**src/rtl/piso_bit_serializer_pkg.sv**
```systemverilog
// Shared definitions for the PISO bit serializer and its consumers.
// Holds the two-state FSM encoding and the counter width helper so the
// downstream detector bench and this block agree on one definition.
package piso_bit_serializer_pkg;

    localparam logic ST_IDLE  = 1'b0;
    localparam logic ST_SHIFT = 1'b1;

    typedef enum logic {
        StIdle  = ST_IDLE,
        StShift = ST_SHIFT
    } state_e;

    // Bits needed for a down-counter spanning 0..width-1 (at least one bit).
    function automatic int unsigned cnt_width(input int unsigned width);
        return (width <= 2) ? 1 : $clog2(width);
    endfunction

endpackage

```
**src/rtl/piso_bit_serializer_if.sv**
```systemverilog
// Handshake and serial-stream bundle for the PISO bit serializer.
//   din/din_valid/din_ready : parallel word handshake (master drives din, din_valid)
//   bit_en                  : bit-rate strobe from the master side
//   sout/bit_valid/last_bit : serial bit stream toward the detector
//   busy                    : a word is in progress
interface piso_bit_serializer_if #(
    parameter int unsigned WIDTH = 8
);
    logic [WIDTH-1:0] din;
    logic             din_valid;
    logic             din_ready;
    logic             bit_en;
    logic             sout;
    logic             bit_valid;
    logic             last_bit;
    logic             busy;

    modport master (
        output din, din_valid, bit_en,
        input  din_ready, sout, bit_valid, last_bit, busy
    );

    modport slave (
        input  din, din_valid, bit_en,
        output din_ready, sout, bit_valid, last_bit, busy
    );
endinterface

```
**src/rtl/piso_bit_serializer.sv**
```systemverilog
// Parallel-in/serial-out serializer feeding the serial 1010 detector.
// Accepts WIDTH-bit words on a valid/ready handshake and shifts them out one
// bit per bit_en cycle, back-to-back with no gap bits.
// Ports:
//   clk : system clock, rising edge
//   rst : asynchronous active-high reset
//   bus : slave modport of piso_bit_serializer_if (din, din_valid, din_ready,
//         bit_en, sout, bit_valid, last_bit, busy)
module piso_bit_serializer
    import piso_bit_serializer_pkg::*;
#(
    parameter int unsigned WIDTH     = 8,
    parameter bit          MSB_FIRST = 1'b1,
    parameter logic        IDLE_BIT  = 1'b0
) (
    input logic                   clk,
    input logic                   rst,
    piso_bit_serializer_if.slave  bus
);

    localparam int unsigned CW = cnt_width(WIDTH);
    localparam logic [CW-1:0] CNT_MAX = CW'(WIDTH - 1);

    state_e           state;
    logic [WIDTH-1:0] sreg;
    logic [CW-1:0]    cnt;
    logic             cnt_zero;
    logic             xfer;
    logic [WIDTH-1:0] sreg_shifted;

    assign cnt_zero = (cnt == '0);
    assign xfer     = bus.din_valid & bus.din_ready;

    // Move the next bit toward whichever end drives sout, zero filling behind.
    assign sreg_shifted = MSB_FIRST ? {sreg[WIDTH-2:0], 1'b0} : {1'b0, sreg[WIDTH-1:1]};

    // Ready only while idle or when the final bit is being consumed this cycle,
    // so a reload lands exactly where the next bit would have been.
    always_comb begin
        bus.din_ready = 1'b0;
        case (state)
            StIdle:  bus.din_ready = 1'b1;
            StShift: bus.din_ready = cnt_zero & bus.bit_en;
            default: bus.din_ready = 1'b0;
        endcase
    end

    // Moore outputs decoded only from registered state.
    always_comb begin
        bus.sout      = IDLE_BIT;
        bus.bit_valid = 1'b0;
        bus.last_bit  = 1'b0;
        bus.busy      = 1'b0;
        if (state == StShift) begin
            bus.sout      = MSB_FIRST ? sreg[WIDTH-1] : sreg[0];
            bus.bit_valid = 1'b1;
            bus.last_bit  = cnt_zero;
            bus.busy      = 1'b1;
        end
    end

    always_ff @(posedge clk or posedge rst) begin
        if (rst) begin
            state <= StIdle;
            sreg  <= '0;
            cnt   <= '0;
        end else begin
            case (state)
                StIdle: begin
                    // bit_en plays no part in the initial load.
                    if (xfer) begin
                        sreg  <= bus.din;
                        cnt   <= CNT_MAX;
                        state <= StShift;
                    end
                end
                StShift: begin
                    if (bus.bit_en) begin
                        if (!cnt_zero) begin
                            sreg <= sreg_shifted;
                            cnt  <= cnt - 1'b1;
                        end else if (xfer) begin
                            sreg <= bus.din;
                            cnt  <= CNT_MAX;
                        end else begin
                            state <= StIdle;
                        end
                    end
                end
                default: begin
                    state <= StIdle;
                    sreg  <= '0;
                    cnt   <= '0;
                end
            endcase
        end
    end

endmodule
```
**src/flat_wrapper.sv**
```systemverilog
// flat-port wrapper written by rule: the top's interface ports become plain ports
module piso_bit_serializer_flat import piso_bit_serializer_pkg::*;
#(
    parameter int unsigned WIDTH     = 8,
    parameter bit          MSB_FIRST = 1'b1,
    parameter logic        IDLE_BIT  = 1'b0
)
  (clk, rst, bus_din, bus_din_valid, bus_bit_en, bus_din_ready, bus_sout, bus_bit_valid, bus_last_bit, bus_busy);
  piso_bit_serializer_if #(.WIDTH(WIDTH)) bus_i ();
  input logic clk;
  input logic rst;
  input wire logic [$bits(bus_i.din)-1:0] bus_din;
  input wire logic [$bits(bus_i.din_valid)-1:0] bus_din_valid;
  input wire logic [$bits(bus_i.bit_en)-1:0] bus_bit_en;
  output wire logic [$bits(bus_i.din_ready)-1:0] bus_din_ready;
  output wire logic [$bits(bus_i.sout)-1:0] bus_sout;
  output wire logic [$bits(bus_i.bit_valid)-1:0] bus_bit_valid;
  output wire logic [$bits(bus_i.last_bit)-1:0] bus_last_bit;
  output wire logic [$bits(bus_i.busy)-1:0] bus_busy;
  assign bus_i.din = bus_din;
  assign bus_i.din_valid = bus_din_valid;
  assign bus_i.bit_en = bus_bit_en;
  assign bus_din_ready = bus_i.din_ready;
  assign bus_sout = bus_i.sout;
  assign bus_bit_valid = bus_i.bit_valid;
  assign bus_last_bit = bus_i.last_bit;
  assign bus_busy = bus_i.busy;
  piso_bit_serializer #(.WIDTH(WIDTH), .MSB_FIRST(MSB_FIRST), .IDLE_BIT(IDLE_BIT)) u_core (.clk(clk), .rst(rst), .bus(bus_i));
endmodule
```
**config.mk**
```make
export PLATFORM = sky130hd
export DESIGN_NAME = piso_bit_serializer_flat
export DESIGN_NICKNAME = d
export VERILOG_FILES = /design/src/rtl/piso_bit_serializer_pkg.sv /design/src/rtl/piso_bit_serializer_if.sv /design/src/rtl/piso_bit_serializer.sv /design/src/flat_wrapper.sv
export SDC_FILE = /design/constraint.sdc
export NUM_CORES = 1
export LEC_CHECK = 0
export CAP_MARGIN = 20
export CORE_MARGIN = 5
export CORE_UTILIZATION = 35
export DETAILED_ROUTE_END_ITERATION = 16
export REMOVE_ABC_BUFFERS = 1
export SLEW_MARGIN = 20
export SYNTH_ARGS = -nofsm -noshare
export SYNTH_HDL_FRONTEND = slang
export SYNTH_SLANG_ARGS = --single-unit
```
**constraint.sdc**
```tcl
create_clock -name clk -period 1.55 [get_ports clk]
set_input_delay 0.2325 -clock clk [delete_from_list [all_inputs] [get_ports clk]]
set_output_delay 0.2325 -clock clk [all_outputs]
set_load 0.01 [all_outputs]
```
* After elaboration in Yosys (flattened, before gate mapping)
Cells that the tools add are included.
** Storage, ports and cells
- Word-level logic and storage cells :: 25
- Flip-flop bits (word level) :: 12
- Output and inout port bits :: 5
- Input port bits :: 12
** Cells by class
- Eq/ne operators :: 1
- Multiplexer cells :: 16
- Reductions and logical operators :: 1
- Bitwise operators :: 3
- Add/subtract/negate cells :: 1
** Operators by type and width (number)
- $mux W8 :: 3
- $pmux W8 S2 :: 1
- $mux W3 :: 3
- $mux W1 :: 6
- $pmux W3 S2 :: 1
- $pmux W1 S2 :: 2
- $logic_not A3 Y1 :: 1
- $sub A3 B1 Y3 const B :: 1
- $and A1 B1 Y1 :: 2
- $ne A2 B2 Y1 const B :: 1
- $not A1 Y1 :: 1

* Longest topological paths before layout
- Word-level depth :: 8
- Mapped depth :: 6
- Mapped depth without buffers :: 5

* Worst setup path before layout
OpenSTA, ideal clock, no wires.
- Kind :: register to register
- From :: register u_core.state
- To :: register u_core.sreg[1]
- Path buffers :: 1
- Arrival :: 1261 ps
- Stages on the path, launching flop included :: 5
- Setup slack :: 166 ps
- Setup time :: 123 ps
- Period minus slack after synthesis :: 1384 ps
- Data required time :: 1427 ps
- Cell sequence :: dfrtp_1 > mux2_4 > o21a_1 > buf_6 > o221a_1
** On the way
- Cells in the longest elaborated chain, start to end :: 7
- Elaborated cells between the ends (all ways) :: 8
- Classes of those cells :: eq/ne: 1; mux: 5; bitwise: 2
** RTL lines
- start, declared :: line piso_bit_serializer.sv:24 : state_e state;
- start signal, assigned :: line piso_bit_serializer.sv:64 : state <= StIdle;
- start signal, assigned :: line piso_bit_serializer.sv:74 : state <= StShift;
- start signal, assigned :: line piso_bit_serializer.sv:86 : state <= StIdle;
- $not A1 Y1 :: line piso_bit_serializer.sv:41, piso_bit_serializer.sv:68
- $pmux W1 S2 :: line piso_bit_serializer.sv:41 : case (state)
- $and A1 B1 Y1 :: line piso_bit_serializer.sv:32 : assign xfer = bus.din_valid & bus.din_ready;
- $mux W8 (3 in a row)
- $pmux W8 S2 :: line piso_bit_serializer.sv:68 : case (state)
- end signal, assigned :: line piso_bit_serializer.sv:72 : sreg <= bus.din;
- end signal, assigned :: line piso_bit_serializer.sv:80 : sreg <= sreg_shifted;
- end signal, assigned :: line piso_bit_serializer.sv:83 : sreg <= bus.din;
- end, declared :: line piso_bit_serializer.sv:25 : logic [WIDTH-1:0] sreg;
Several ways; a longest one is shown, not always the timed one. The select of a mux whose other input is x is not followed.
A chain may end at the register's enable or synchronous reset.

* Worst setup path after layout
- From :: register u_core.cnt[1]
- To :: register u_core.sreg[5]
** On the way
- Cells in the longest elaborated chain, start to end :: 8
** RTL lines
- start, declared :: line piso_bit_serializer.sv:26 : logic [CW-1:0] cnt;
- start signal, assigned :: line piso_bit_serializer.sv:81 : cnt <= cnt - 1'b1;
- $logic_not A3 Y1 (*) :: line piso_bit_serializer.sv:31 : assign cnt_zero = (cnt == '0);
- $and A1 B1 Y1 :: line piso_bit_serializer.sv:43 : StShift: bus.din_ready = cnt_zero & bus.bit_en;
- $pmux W1 S2 :: line piso_bit_serializer.sv:41
- $and A1 B1 Y1 :: line piso_bit_serializer.sv:32
- $mux W8
- $mux W8 :: line piso_bit_serializer.sv:79 : if (!cnt_zero) begin
- $mux W8 :: line piso_bit_serializer.sv:78 : if (bus.bit_en) begin
- $pmux W8 S2 (*) :: line piso_bit_serializer.sv:68
Every way passes the cells marked *; elsewhere a longest branch is shown, timed or not. The select of a mux whose other input is x is not followed.

==> key figures <==
Status
  • Outcome: completed

Global routing
  • Largest net degree at the start of global routing: 13
  • Initial antenna violation count: 0
  • Total track usage: 12.57%
  • First-pass GRT wire length: 2497 um
  • Vias in the first global route: 586
  • Overflow after GRT: 0

Finish
  • Most common cell after layout, fill and taps aside: buf_4
  • Multi-input gate area: 327.8 um2
  • Final Net Count: 109
  • P&R area growth vs syn: 56.87%
  • Fillcell total: 157
  • Leading cell types in the layout, fill and taps excluded: buf_4 (16), clkdlybuf4s50_1 (13), dfrtp_1 (11)
  • FF+latch area: 301.5 um2
  • Ant diodes: 0
  • Layout cell share with drive strength beyond 1: 36.17%
  • Post-Layout Cell Count: 119

Yosys
  • Syn Area/Cell: 10.78 um2
  • Yosys cell types: 22
  • #FFs+latches synth: 12
  • Synth Instances: 60
  • Synth Cell Area: 646.9 um2
  • Seq/Total Area, Yosys: 46.42%
  • Synth Warn #: 0

Worst setup path
  • Reg-to-reg startpoint: u_core.cnt[1]
  • Startpoint types: register
  • Crit. End Element: register
  • Arrival @ worst endpoint: 1.68 ns
  • Reg2reg setup slack: 0.03 ns
  • Setup CP Type: register to register
  • Worst Path Max Fanout: 4
  • Required @ worst endpoint: 1.71 ns
  • Crit path from: u_core.cnt[1]

STA
  • Setup TNS: 0 ns
  • Worst-Margin Slew: 0.4652 ns
  • Setup violators final: 0
  • Fin crit share: 98.05%
  • Slew Viols, Final: 0
  • Minimum clock period: 1.520 ns
  • Max Fclk: 0.6580 GHz
  • RSZ-0062 raised after global routing: yes
  • Hold Violations, Final: 0
  • Clock Skews: 0.003463 ns
  • Relative slew slack: 68.95%

CTS
  • CTS tree: built
  • CTS max path bufs: 2
  • Post-CTS Hold Buffers: 0
  • Clock Latency Late Sink: 0.27 ns
  • CTS buffer count: 3
  • Reg clk slew, reported paths: 0.08 ns
  • Sink Count: 12
  • Root buf cell: clkbuf_4
  • H-Tree Depth: 1

Drt
  • Detail Route Antenna Nets: 0
  • Wire per inst: 11.93 um
  • Via count: 577
  • Initial DRC count: 5
  • WL final: 1420 um
  • Post-route DRC: 0
  • Vias per cell: 4.849
  • First-pass DRT Iterations: 4

Floorplanning
  • # rows: 15
  • Full die area: 0.002808 mm2
  • Initial Util: 37.06%
  • Die height: 52.99 um
  • Io pins: 17
  • Core area: 0.001745 mm2
  • Die W: 52.99 um

Hold path
  • Worst hold path class: input port to async pin

Power
  • Power per cell area: 1512 mW/mm2
  • Leakage: 0.4529 nW
  • Total power: 1.534 mW
  • Maximum VDD drop: 0.7628 mV

Placed design
  • Placed insts: 114
  • Routability cong.: 0.7164
  • Post-DP HPWL: 1074 um
  • Port-buffer cells: 16

Flow run
  • Max_cap viols: 0
registers in the layout, summed over array words and instances, names as in the netlist:
register / flops
u_core.sreg: 8
u_core.cnt: 3
u_core.state: 1
cell families (layout without fill, tap and decap cells):
logic type | after synthesis | after routing | share of synthesized area, %
compound gates | 17 | 17 | 23.40
fa+ha+maj | 2 | 2 | 3.868
buf+inv | 11 | 45 | 8.125
flops | 12 | 12 | 46.42
mux | 1 | 1 | 2.320
simple gates | 17 | 17 | 15.86
power breakdown:
part / internal [mW] / switching (mW)
Clock: 0.143 / 0.104
Combinational: 0.473 / 0.306
Sequential: 0.443 / 0.0653
layer usage:
metal  track usage [%]  up-vias  wire, um
met5                 0        -         0
met3             5.070        2        81
met4             6.383        0        28
li1                  -      283         -
met1             14.16      275       561
met2             20.25       17       749
critical path, stage by stage (launching register included):
cell and delay, ns:
dfrtp_1 0.40, inv_2 0.08, ha_4 0.14, nand2b_4 0.06, buf_6 0.12, buf_6 0.11
a2bb2oi_2 0.15, buf_4 0.14, o221a_1 0.21
synthesized netlist by cell type:
master     count  area (um2)
a21o_1         1       7.510
ha_1           2       25.02
nand3b_1       6       45.04
dfrtp_1       12       300.3
clkbuf_1       2       7.510
nor2_1         1       3.750
o2bb2ai_1      1       8.760
mux2_4         1       15.01
inv_1          7       26.28
and2_1         2       12.51
a2bb2oi_2      1       15.01
a21oi_1        1       5.000
buf_4          1       7.510
o22ai_1        1       6.260
nand2_1        2       7.510
buf_6          1       11.26
nor2b_1        1       6.260
nand2b_1       2       12.51
o21a_1         2       15.01
o21ai_0        3       15.01
nand3_1        3       15.01
o221a_1        7       78.83
cell type report:
type / count / share of cell area (%)
tap: 25 / 3.083
sequential: 12 / 29.72
timing repair buffer: 34 / 28.73
inverter: 7 / 2.589
multi-input combinational: 37 / 32.31
clock buffer: 4 / 3.576
worst paths after layout:
kind                                   to  cells past startpoint
max                        u_core.sreg[5]                      8
min                        u_core.sreg[3]                      2
max reg2reg                u_core.sreg[5]                      8
max in group asynchronous    u_core.state                      2
min in group clk           u_core.sreg[0]                      3
min reg2reg                 u_core.cnt[1]                      1
metrics by stage:
stage | hold slack [ns] | instance area [um2] | utilization (%) | setup WS [ns]
after floorplan | 0.09720 | 620.6 | - | 0.03347
after CTS | 0.2704 | 1015 | 58.14 | 0.005193
after global routing | 0.3079 | 1015 | 58.14 | -0.04607
final | 0.2636 | 1015 | 58.14 | 0.03029
after global placement | 0.4737 | 939.7 | 53.84 | -0.1897
after detailed placement | 0.4895 | 939.7 | 53.84 | -0.2348
repair_timing:
action / in CTS / in global routing
buffers inserted: 1 / 0
pin swaps: 7 / 1
setup endpoints to repair: 14 / 9
resized for setup: 21 / 1
(Power assumes the default switching activity.)
